[src/rtl/vsa_ifetch_cache_if.sv]
`default_nettype none
// ============================================================================
//  Module      : vsa_ifetch_cache_if
//  Description : Bundles the core-facing fetch signals and the instruction-
//                memory req/ack signals of the VSA fetch front end.
//                master = fetch cache, slave = core plus instruction memory.
//  Revision    : 1.0  initial release
// ============================================================================
interface vsa_ifetch_cache_if #(
    parameter int AW = 5,
    parameter int IW = 12,
    parameter int CW = 8
);
    // Core side
    logic [AW-1:0] pc;
    logic [IW-1:0] instruction;
    logic          ready;
    logic          flush;
    logic          fetch_strobe;
    logic          fetch_late;
    logic [CW-1:0] hit_count;
    logic [CW-1:0] miss_count;

    // Instruction-memory side
    logic          imem_req;
    logic [AW-1:0] imem_addr;
    logic [IW-1:0] imem_rdata;
    logic          imem_ack;

    modport master (
        input  pc,
        input  flush,
        input  fetch_strobe,
        input  imem_rdata,
        input  imem_ack,
        output instruction,
        output ready,
        output fetch_late,
        output hit_count,
        output miss_count,
        output imem_req,
        output imem_addr
    );

    modport slave (
        output pc,
        output flush,
        output fetch_strobe,
        output imem_rdata,
        output imem_ack,
        input  instruction,
        input  ready,
        input  fetch_late,
        input  hit_count,
        input  miss_count,
        input  imem_req,
        input  imem_addr
    );
endinterface
`default_nettype wire

[src/rtl/vsa_ifetch_cache.sv]
`default_nettype none
// ============================================================================
//  Module      : vsa_ifetch_cache
//  Description : Instruction-fetch front end for the VSA core. A direct-mapped
//                cache of even-PC instructions sits in front of a slow
//                variable-latency req/ack instruction memory. Keeps saturating
//                hit/miss counters and a sticky late-fetch flag.
//  Revision    : 1.0  initial release
// ============================================================================
module vsa_ifetch_cache #(
    parameter int AW         = 5,
    parameter int IW         = 12,
    parameter int INDEX_BITS = 2,
    parameter int CW         = 8
) (
    input  logic                clock,
    input  logic                reset_n,
    vsa_ifetch_cache_if.master  bus
);

    localparam int            LINES   = 1 << INDEX_BITS;
    localparam int            TW      = AW - INDEX_BITS - 1;
    localparam logic [CW-1:0] CNT_MAX = '1;

    typedef enum logic [0:0] {
        ST_IDLE = 1'b0,
        ST_WAIT = 1'b1
    } state_t;

    state_t                state;
    logic [AW-1:0]         pc_q;
    logic [IW-1:0]         instruction_q;
    logic                  ready_q;
    logic                  req_q;
    logic [AW-1:0]         addr_q;
    logic [CW-1:0]         hit_q;
    logic [CW-1:0]         miss_q;
    logic                  late_q;

    logic [LINES-1:0]      valid;
    logic [TW-1:0]         tag_mem  [LINES];
    logic [IW-1:0]         data_mem [LINES];

    logic [INDEX_BITS-1:0] lookup_idx;
    logic [TW-1:0]         lookup_tag;
    logic [INDEX_BITS-1:0] fill_idx;
    logic [TW-1:0]         fill_tag;
    logic                  lookup_hit;
    logic                  lookup_en;
    logic                  fill_we;

    // Lookups always use the live pc; fills target the pc captured at the miss.
    assign lookup_idx = bus.pc[INDEX_BITS:1];
    assign lookup_tag = bus.pc[AW-1:INDEX_BITS+1];
    assign fill_idx   = pc_q[INDEX_BITS:1];
    assign fill_tag   = pc_q[AW-1:INDEX_BITS+1];
    assign lookup_hit = valid[lookup_idx] && (tag_mem[lookup_idx] == lookup_tag);

    // A lookup is needed whenever the pc moved or the current word is not yet
    // valid; flush suppresses it so a same-cycle hit is never counted.
    assign lookup_en  = (state == ST_IDLE) && ((bus.pc != pc_q) || !ready_q) && !bus.flush;

    // A fill lands unless a flush arrives in the very cycle of the ack.
    assign fill_we    = (state == ST_WAIT) && bus.imem_ack && !bus.flush;

    // Line payload and tag storage; no reset needed since valid gates every hit.
    always_ff @(posedge clock) begin
        if (fill_we) begin
            data_mem[fill_idx] <= bus.imem_rdata;
            tag_mem[fill_idx]  <= fill_tag;
        end
    end

    // Valid bits: flush clears them all and takes priority over a fill.
    always_ff @(posedge clock or negedge reset_n) begin
        if (!reset_n) begin
            valid <= '0;
        end else if (bus.flush) begin
            valid <= '0;
        end else if (fill_we) begin
            valid[fill_idx] <= 1'b1;
        end
    end

    // Lookup / fill sequencer; every core- and memory-facing output is registered here.
    always_ff @(posedge clock or negedge reset_n) begin
        if (!reset_n) begin
            state         <= ST_IDLE;
            pc_q          <= '0;
            instruction_q <= '0;
            ready_q       <= 1'b0;
            req_q         <= 1'b0;
            addr_q        <= '0;
            hit_q         <= '0;
            miss_q        <= '0;
        end else begin
            case (state)
                ST_IDLE: begin
                    if (bus.flush) begin
                        ready_q <= 1'b0;
                    end else if (lookup_en) begin
                        pc_q <= bus.pc;
                        if (lookup_hit) begin
                            instruction_q <= data_mem[lookup_idx];
                            ready_q       <= 1'b1;
                            if (hit_q != CNT_MAX) begin
                                hit_q <= hit_q + CW'(1);
                            end
                        end else begin
                            ready_q <= 1'b0;
                            req_q   <= 1'b1;
                            addr_q  <= {bus.pc[AW-1:1], 1'b0};
                            if (miss_q != CNT_MAX) begin
                                miss_q <= miss_q + CW'(1);
                            end
                            state   <= ST_WAIT;
                        end
                    end
                end
                ST_WAIT: begin
                    // The request is never abandoned on a pc change; it runs to ack.
                    ready_q <= 1'b0;
                    if (bus.imem_ack) begin
                        req_q <= 1'b0;
                        state <= ST_IDLE;
                        // Forward the returning word only if the core still wants it
                        // and no flush is discarding it in the same cycle.
                        if (!bus.flush && (bus.pc == pc_q)) begin
                            instruction_q <= bus.imem_rdata;
                            ready_q       <= 1'b1;
                        end
                    end
                end
                default: begin
                    state <= ST_IDLE;
                end
            endcase
        end
    end

    // Sticky record of the core sampling an instruction that was not ready.
    always_ff @(posedge clock or negedge reset_n) begin
        if (!reset_n) begin
            late_q <= 1'b0;
        end else if (bus.fetch_strobe && !ready_q) begin
            late_q <= 1'b1;
        end
    end

    assign bus.instruction = instruction_q;
    assign bus.ready       = ready_q;
    assign bus.imem_req    = req_q;
    assign bus.imem_addr   = addr_q;
    assign bus.hit_count   = hit_q;
    assign bus.miss_count  = miss_q;
    assign bus.fetch_late  = late_q;

endmodule
`default_nettype wire

[src/flat_wrapper.sv]
// flat-port wrapper written by rule: the top's interface ports become plain ports
module vsa_ifetch_cache_flat 
#(
    parameter int AW         = 5,
    parameter int IW         = 12,
    parameter int INDEX_BITS = 2,
    parameter int CW         = 8
)
  (clock, reset_n, bus_pc, bus_flush, bus_fetch_strobe, bus_imem_rdata, bus_imem_ack, bus_instruction, bus_ready, bus_fetch_late, bus_hit_count, bus_miss_count, bus_imem_req, bus_imem_addr);
  vsa_ifetch_cache_if #(.AW(AW), .IW(IW), .CW(CW)) bus_i ();
  input  logic clock;
  input  logic reset_n;
  input wire logic [$bits(bus_i.pc)-1:0] bus_pc;
  input wire logic [$bits(bus_i.flush)-1:0] bus_flush;
  input wire logic [$bits(bus_i.fetch_strobe)-1:0] bus_fetch_strobe;
  input wire logic [$bits(bus_i.imem_rdata)-1:0] bus_imem_rdata;
  input wire logic [$bits(bus_i.imem_ack)-1:0] bus_imem_ack;
  output wire logic [$bits(bus_i.instruction)-1:0] bus_instruction;
  output wire logic [$bits(bus_i.ready)-1:0] bus_ready;
  output wire logic [$bits(bus_i.fetch_late)-1:0] bus_fetch_late;
  output wire logic [$bits(bus_i.hit_count)-1:0] bus_hit_count;
  output wire logic [$bits(bus_i.miss_count)-1:0] bus_miss_count;
  output wire logic [$bits(bus_i.imem_req)-1:0] bus_imem_req;
  output wire logic [$bits(bus_i.imem_addr)-1:0] bus_imem_addr;
  assign bus_i.pc = bus_pc;
  assign bus_i.flush = bus_flush;
  assign bus_i.fetch_strobe = bus_fetch_strobe;
  assign bus_i.imem_rdata = bus_imem_rdata;
  assign bus_i.imem_ack = bus_imem_ack;
  assign bus_instruction = bus_i.instruction;
  assign bus_ready = bus_i.ready;
  assign bus_fetch_late = bus_i.fetch_late;
  assign bus_hit_count = bus_i.hit_count;
  assign bus_miss_count = bus_i.miss_count;
  assign bus_imem_req = bus_i.imem_req;
  assign bus_imem_addr = bus_i.imem_addr;
  vsa_ifetch_cache #(.AW(AW), .IW(IW), .INDEX_BITS(INDEX_BITS), .CW(CW)) u_core (.clock(clock), .reset_n(reset_n), .bus(bus_i));
endmodule
[config.mk]
export PLATFORM = sky130hd
export DESIGN_NAME = vsa_ifetch_cache_flat
export DESIGN_NICKNAME = d
export VERILOG_FILES = /design/src/rtl/vsa_ifetch_cache_if.sv /design/src/rtl/vsa_ifetch_cache.sv /design/src/flat_wrapper.sv
export SDC_FILE = /design/constraint.sdc
export NUM_CORES = 1
export LEC_CHECK = 0
export CAP_MARGIN = 20
export CELL_PAD_IN_SITES_DETAIL_PLACEMENT = 0
export CELL_PAD_IN_SITES_GLOBAL_PLACEMENT = 2
export CORE_UTILIZATION = 25
export DETAILED_ROUTE_END_ITERATION = 16
export HOLD_SLACK_MARGIN = 0.06
export PLACE_DENSITY_LB_ADDON = 0.1
export SLEW_MARGIN = 30
export SYNTH_ARGS = -nofsm -noshare
export SYNTH_HDL_FRONTEND = slang
export SYNTH_SLANG_ARGS = --single-unit
[constraint.sdc]
create_clock -name clock -period 6.5 [get_ports clock]
set_input_delay 1.95 -clock clock [delete_from_list [all_inputs] [get_ports clock]]
set_output_delay 1.95 -clock clock [all_outputs]
set_load 0.03 [all_outputs]
==> results of run 1 <==
[state kept, by name (all words and copies together), names as in the netlist]
name	flops
u_core.bus.fetch_late	1
u_core.bus.hit_count	8
u_core.bus.imem_addr	4
u_core.bus.imem_req	1
u_core.bus.instruction	12
u_core.bus.miss_count	8
u_core.bus.ready	1
u_core.data_mem	48
u_core.pc_q	5
u_core.state	1
u_core.tag_mem	8
u_core.valid	4
[routing by layer]
metal | vias to the layer above | routed length [um]
met1 | 1226 | 4960
li1 | 1118 | -
met5 | - | 0
met4 | 0 | 161
met2 | 40 | 4340
met3 | 13 | 313
[synthesized netlist by cell type (4+ instances only)]
cell type	count	area share
dfrtp_1	45	0.26
and3_1	10	0.015
edfxtp_1	56	0.39
mux2_1	20	0.052
nand2_1	6	0.0052
nand3_1	7	0.0081
mux4_2	15	0.078
xor2_1	7	0.014
mux2_2	12	0.031
nand4_1	9	0.013
xnor2_1	17	0.035
a21o_1	6	0.010
mux2_4	4	0.014
[per-stage QoR]
step	util	setup WS, ns
after floorplan	-	2.73
after CTS	0.325	1.97
final	0.326	1.99
after detailed placement	0.307	1.61
after global placement	0.307	1.64
after global routing	0.326	1.78
[worst min path at each step]
stage,to,cells after the start
after global routing,u_core.bus.fetch_late$_DFFE_PN0P_,1
after CTS,u_core.bus.fetch_late$_DFFE_PN0P_,1
after global placement,u_core.bus.fetch_late$_DFFE_PN0P_,1
after detailed placement,u_core.bus.fetch_late$_DFFE_PN0P_,1
after floorplan,u_core.valid[2]$_DFFE_PN0P_,1
final,u_core.bus.fetch_late$_DFFE_PN0P_,1
[worst max-delay path: stages]
cell	delay, ns
clkdlybuf4s50_1	0.99
buf_4	0.32
xor2_1	0.16
nor3_1	0.12
a211oi_2	0.54
and2_4	0.34
mux2_4	0.31
[cell families (layout without fill, tap and decap cells)]
group	count (synthesis)	count (layout)	synth area share
adders and majority gates	2	2	0.00581
other	1	1	0.000870
DFF	101	101	0.652
AOI/OAI and AO/OA	16	16	0.0311
and+or+nand+nor	48	48	0.0639
buffers and inverters	15	85	0.0218
muxes	51	51	0.176
xor gates and xnor gates	24	24	0.0488
[final cells by class]
type / count / area (um2) / area share
repair buffers: 66 / 634 / 0.116
clock buffers: 10 / 229 / 0.0420
inverters: 3 / 11.3 / 0.00207
clock inverters: 6 / 71.3 / 0.0131
flip-flops and latches: 101 / 2810 / 0.516
multi-input cells: 142 / 1420 / 0.260
well taps: 220 / 275 / 0.0505
[power by group through the flow]
| stage | Combinational, mW | Sequential [mW] | Clock (mW) |
|---|---|---|---|
| final | 0.465 | 0.845 | 0.552 |
| after global routing | 0.496 | 0.863 | 0.600 |
| after CTS | 0.472 | 0.847 | 0.576 |
| after detailed placement | 0.469 | 0.860 | 0 |
| after global placement | 0.468 | 0.861 | 0 |
| after floorplan | 0.152 | 0.966 | 0 |
==> out/qor.csv, run 1 <==
metric;value;unit
total power draw;1.86;mW
ant diodes;0;
switching part of the total;0.307;
sequential share of the synthesized area;0.652;
slew margin rel.;0.467;
Layout Skew;0.00814;ns
Setup crit start;bus_pc[2];
Mapped Cells;258;
clock network power share;0.296;
Placed Cells;531;
worst hold slack;0.467;ns
# clock sinks;101;
WP data arrival;4.74;ns
vias post-DR;2397;
synthesized cell area;4310;um2
critical path class;input port to flip-flop;
top_reg_cell synth;edfxtp_1;
leakage;2.02;nW
Worst Setup End Kind;flip-flop;
Critical Path RT;6.73;ns
cts repair resizes;0;
worst hold path class;flip-flop to flip-flop;
root buffer cell;clkbuf_16;
Die Wd;133;um
number of antenna-violating nets in the routed design;0;
met2 Use GR;0.175;
full die area;17800;um2
reg2reg path depth;7;
Post-CTS Repair Setup Buffers;0;
drt total wl;9.78;mm
CTS tree;yes;
Inserted Clock Buffers;9;
GRT Overall Usage;0.118;
Synth Register Bits;101;
GR Util met3;0.0228;
Net Switching;572;uW
fin crit share;0.694;
initial antenna violation count;0;
final cell count without fillers;548;
Hold Startpoint;u_core.bus.fetch_late$_DFFE_PN0P_;
I/O Buffers;56;
Boundary Pins;58;
H-tree levels;3;
most common cell after layout, fill and taps aside;edfxtp_1;
row cnt;47;
CP startpoint kind;input port;
initial detailed-routing violation count;140;
Syn. warnings;0;
Final Slew Violations;0;
CTS Hold Bufs;0;
final instance area;5450;um2
logic gate share of total power;0.250;
end point of the critical path;u_core.bus.imem_addr[4]$_DFFE_PN0P_;
share of synthesized registers carrying an async set or reset;0.446;
via-per-instance ratio;4.37;
area grow syn2layout;26.4;%
Worst R2R Start;u_core.tag_mem[3][0]$_DFFE_PP_;
R2R setup slack;4.21;ns
Fmax achieved;222;MHz
Internal;1.29;mW
Yosys cell types;39;
first-pass GRT wire length;15.4;mm
number of synthesized flops with an enable pin;56;
Setup TNS Final;0;ns
layout cells sized above 1;0.189;
drt pass-1 iters;4;
clock-pin slew on the worst setup and hold paths;0.07;ns
largest net degree at the start of global routing;46;
sequential power share;0.454;
GR Util met1;0.168;
vias in the first global route;2564;
Post-DP HPWL;6.30;mm
peak supply drop;0.000145;V
core area;16700;um2
outcome;finished clean;
overflow left after global routing;0;
worst slew pin tran;0.797;ns
Final min period;4.51;ns
buffer levels on the longest clock path;2;
Clock Latency Late Sink;0.35;ns
drt wl/cell;17.8;um
final hold violation count;0;
most frequent cells in the layout;56 x edfxtp_1, 55 x clkdlybuf4s50_1, 44 x dfrtp_1, 20 x mux2_1, 17 x xnor2_1;
Die Y;133;um
synthesized area per cell;16.7;um2
drt drc;0;
unrepaired setup endpoints after global routing;no;
Top Usage Layer GRT;met2;
syn nets;282;
maxcap violations;0;
reg2reg end;u_core.bus.instruction[1]$_DFFE_PN0P_;
# fillers;1688;
pwr dens;342;nW/um2
Finish-stage setup viols;0;
DP Area;5130;um2
routability congestion estimate;0.674;
crit path max fanout;13;
starting density of the core;0.258;
layout net count;347;
Note: power is estimated with default switching activity, not from simulation.
==> run 2, diff against run 1 <==
clock period = 4.41 ns   (was 6.5 ns; I/O delays follow)
==> out/qor.csv, run 2 (same netlist as run 1, synthesis figures left out) <==
metric;value;unit
outcome;finished clean;
Finish-stage setup viols;0;
Largest Register;u_core.data_mem;
CTS Hold Bufs;0;
Placed Cells;539;
Post-CTS Repair Setup Buffers;0;
vias in the first global route;2639;
clock network power share;0.303;
Final Slew Violations;0;
largest net degree at the start of global routing;36;
drt wl/cell;17.5;um
overflow left after global routing;0;
H-tree levels;3;
most frequent cells in the layout;56 x edfxtp_1, 55 x clkdlybuf4s50_1, 45 x dfrtp_1, 20 x mux2_1;
Final min period;3.52;ns
fin crit share;0.798;
Internal;1.96;mW
# fillers;1653;
logic gate share of total power;0.252;
CTS tree;yes;
Post-DP HPWL;6.70;mm
initial antenna violation count;0;
starting density of the core;0.258;
initial detailed-routing violation count;115;
worst slew pin tran;0.639;ns
leakage;2.07;nW
final core occ;0.330;
switching part of the total;0.298;
Die Wd;133;um
crit-path max cell delay;0.70;ns
max reg flops;48;
worst hold path class;flip-flop to flip-flop;
Fmax achieved;284;MHz
drt pass-1 iters;4;
clock-pin slew on the worst setup and hold paths;0.07;ns
core area;16700;um2
layout net count;354;
drt total wl;9.69;mm
Inserted Clock Buffers;9;
most common cell after layout, fill and taps aside;edfxtp_1;
Worst Setup End Kind;flip-flop;
slew margin rel.;0.572;
number of antenna-violating nets in the routed design;0;
root buffer cell;clkbuf_16;
final hold violation count;0;
area grow syn2layout;28.1;%
via-per-instance ratio;4.39;
first-pass GRT wire length;15.8;mm
Boundary Pins;58;
pwr dens;505;nW/um2
vias post-DR;2434;
row cnt;47;
Slowest-stage cell, CP;clkdlybuf4s50_1;
Die Y;133;um
# clock sinks;101;
cts repair resizes;0;
ant diodes;0;
Setup TNS Final;0;ns
layout cells sized above 1;0.201;
GRT Overall Usage;0.120;
peak supply drop;0.000245;V
most used cell, CP;buf_4;
critical path class;input port to flip-flop;
I/O Buffers;56;
drt drc;0;
final cell count without fillers;554;
Net Switching;831;uW
buffer levels on the longest clock path;2;
crit path max fanout;12;
maxcap violations;0;
unrepaired setup endpoints after global routing;no;
Clock Latency Late Sink;0.34;ns
CP startpoint kind;input port;
crit-path cells;clkdlybuf4s50_1 -> buf_4 -> xor2_1 -> nor3_1 -> a211o_1 -> o21ai_2 -> buf_4 -> mux2_1;
WP data arrival;3.75;ns
full die area;17800;um2
routability congestion estimate;0.666;
sequential power share;0.445;
Critical Path RT;4.64;ns
Layout Skew;0.0105;ns
[run 2: per-layer routing]
| metal | wire (um) | share of wire | vias up | global-route usage |
|---|---|---|---|---|
| met5 | 0 | 0 | - | 0 |
| met4 | 198 | 0.020 | 0 | 0.0587 |
| met1 | 4840 | 0.50 | 1252 | 0.169 |
| met3 | 252 | 0.026 | 12 | 0.0225 |
| met2 | 4400 | 0.45 | 37 | 0.177 |
| li1 | - | - | 1133 | - |
[run 2: layout make-up]
type	count	area, um2	share of cell area
repair buffers	73	698	0.127
well taps	220	275	0.0499
inverters	3	11.3	0.00204
multi-input cells	142	1420	0.257
flip-flops and latches	101	2810	0.509
clock buffers	10	229	0.0415
clock inverters	5	81.3	0.0147
[run 2: power groups by stage]
stage / Combinational (mW) / Clock, mW / Sequential [mW]
floorplan: 0.224 / 0 / 1.42
finish: 0.702 / 0.846 / 1.24
global route: 0.753 / 0.913 / 1.26
CTS: 0.715 / 0.878 / 1.24
global placement: 0.710 / 0 / 1.26
detailed placement: 0.711 / 0 / 1.26
[run 2: worst max-delay path: cells and delay by family]
kind,cells,cell delay (ns)
buf+inv,3,1.18
compound gates,2,0.33
mux,1,0.33
xor+xnor,1,0.08
simple gates,1,0.49
[run 2: path summary, 6_finish.rpt]
path	start	to	slack, ns	cells after the start
worst max register to register	u_core.tag_mem[3][0]$_DFFE_PP_	u_core.bus.instruction[9]$_DFFE_PN0P_	2.17	6
max in group asynchronous	reset_n	u_core.bus.miss_count[0]$_DFFE_PN0P_	2.92	2
worst min register to register	u_core.bus.fetch_late$_DFFE_PN0P_	u_core.bus.fetch_late$_DFFE_PN0P_	0.46	1
worst max-delay path	bus_pc[2]	u_core.bus.instruction[9]$_DFFE_PN0P_	0.89	8
min in group asynchronous	reset_n	u_core.bus.hit_count[5]$_DFFE_PN0P_	0.93	1
worst min-delay path	u_core.bus.fetch_late$_DFFE_PN0P_	u_core.bus.fetch_late$_DFFE_PN0P_	0.46	1
[run 2: through the flow]
step / setup slack, ns / hold WS, ns / cell area, um2 / power [mW]
floorplan: 1.27 / 0.458 / 4310 / 1.65
global placement: 0.478 / 0.439 / 5210 / 1.97
detailed placement: 0.515 / 0.448 / 5210 / 1.97
CTS: 0.863 / 0.464 / 5520 / 2.84
global route: 0.704 / 0.477 / 5520 / 2.93
finish: 0.890 / 0.458 / 5520 / 2.79
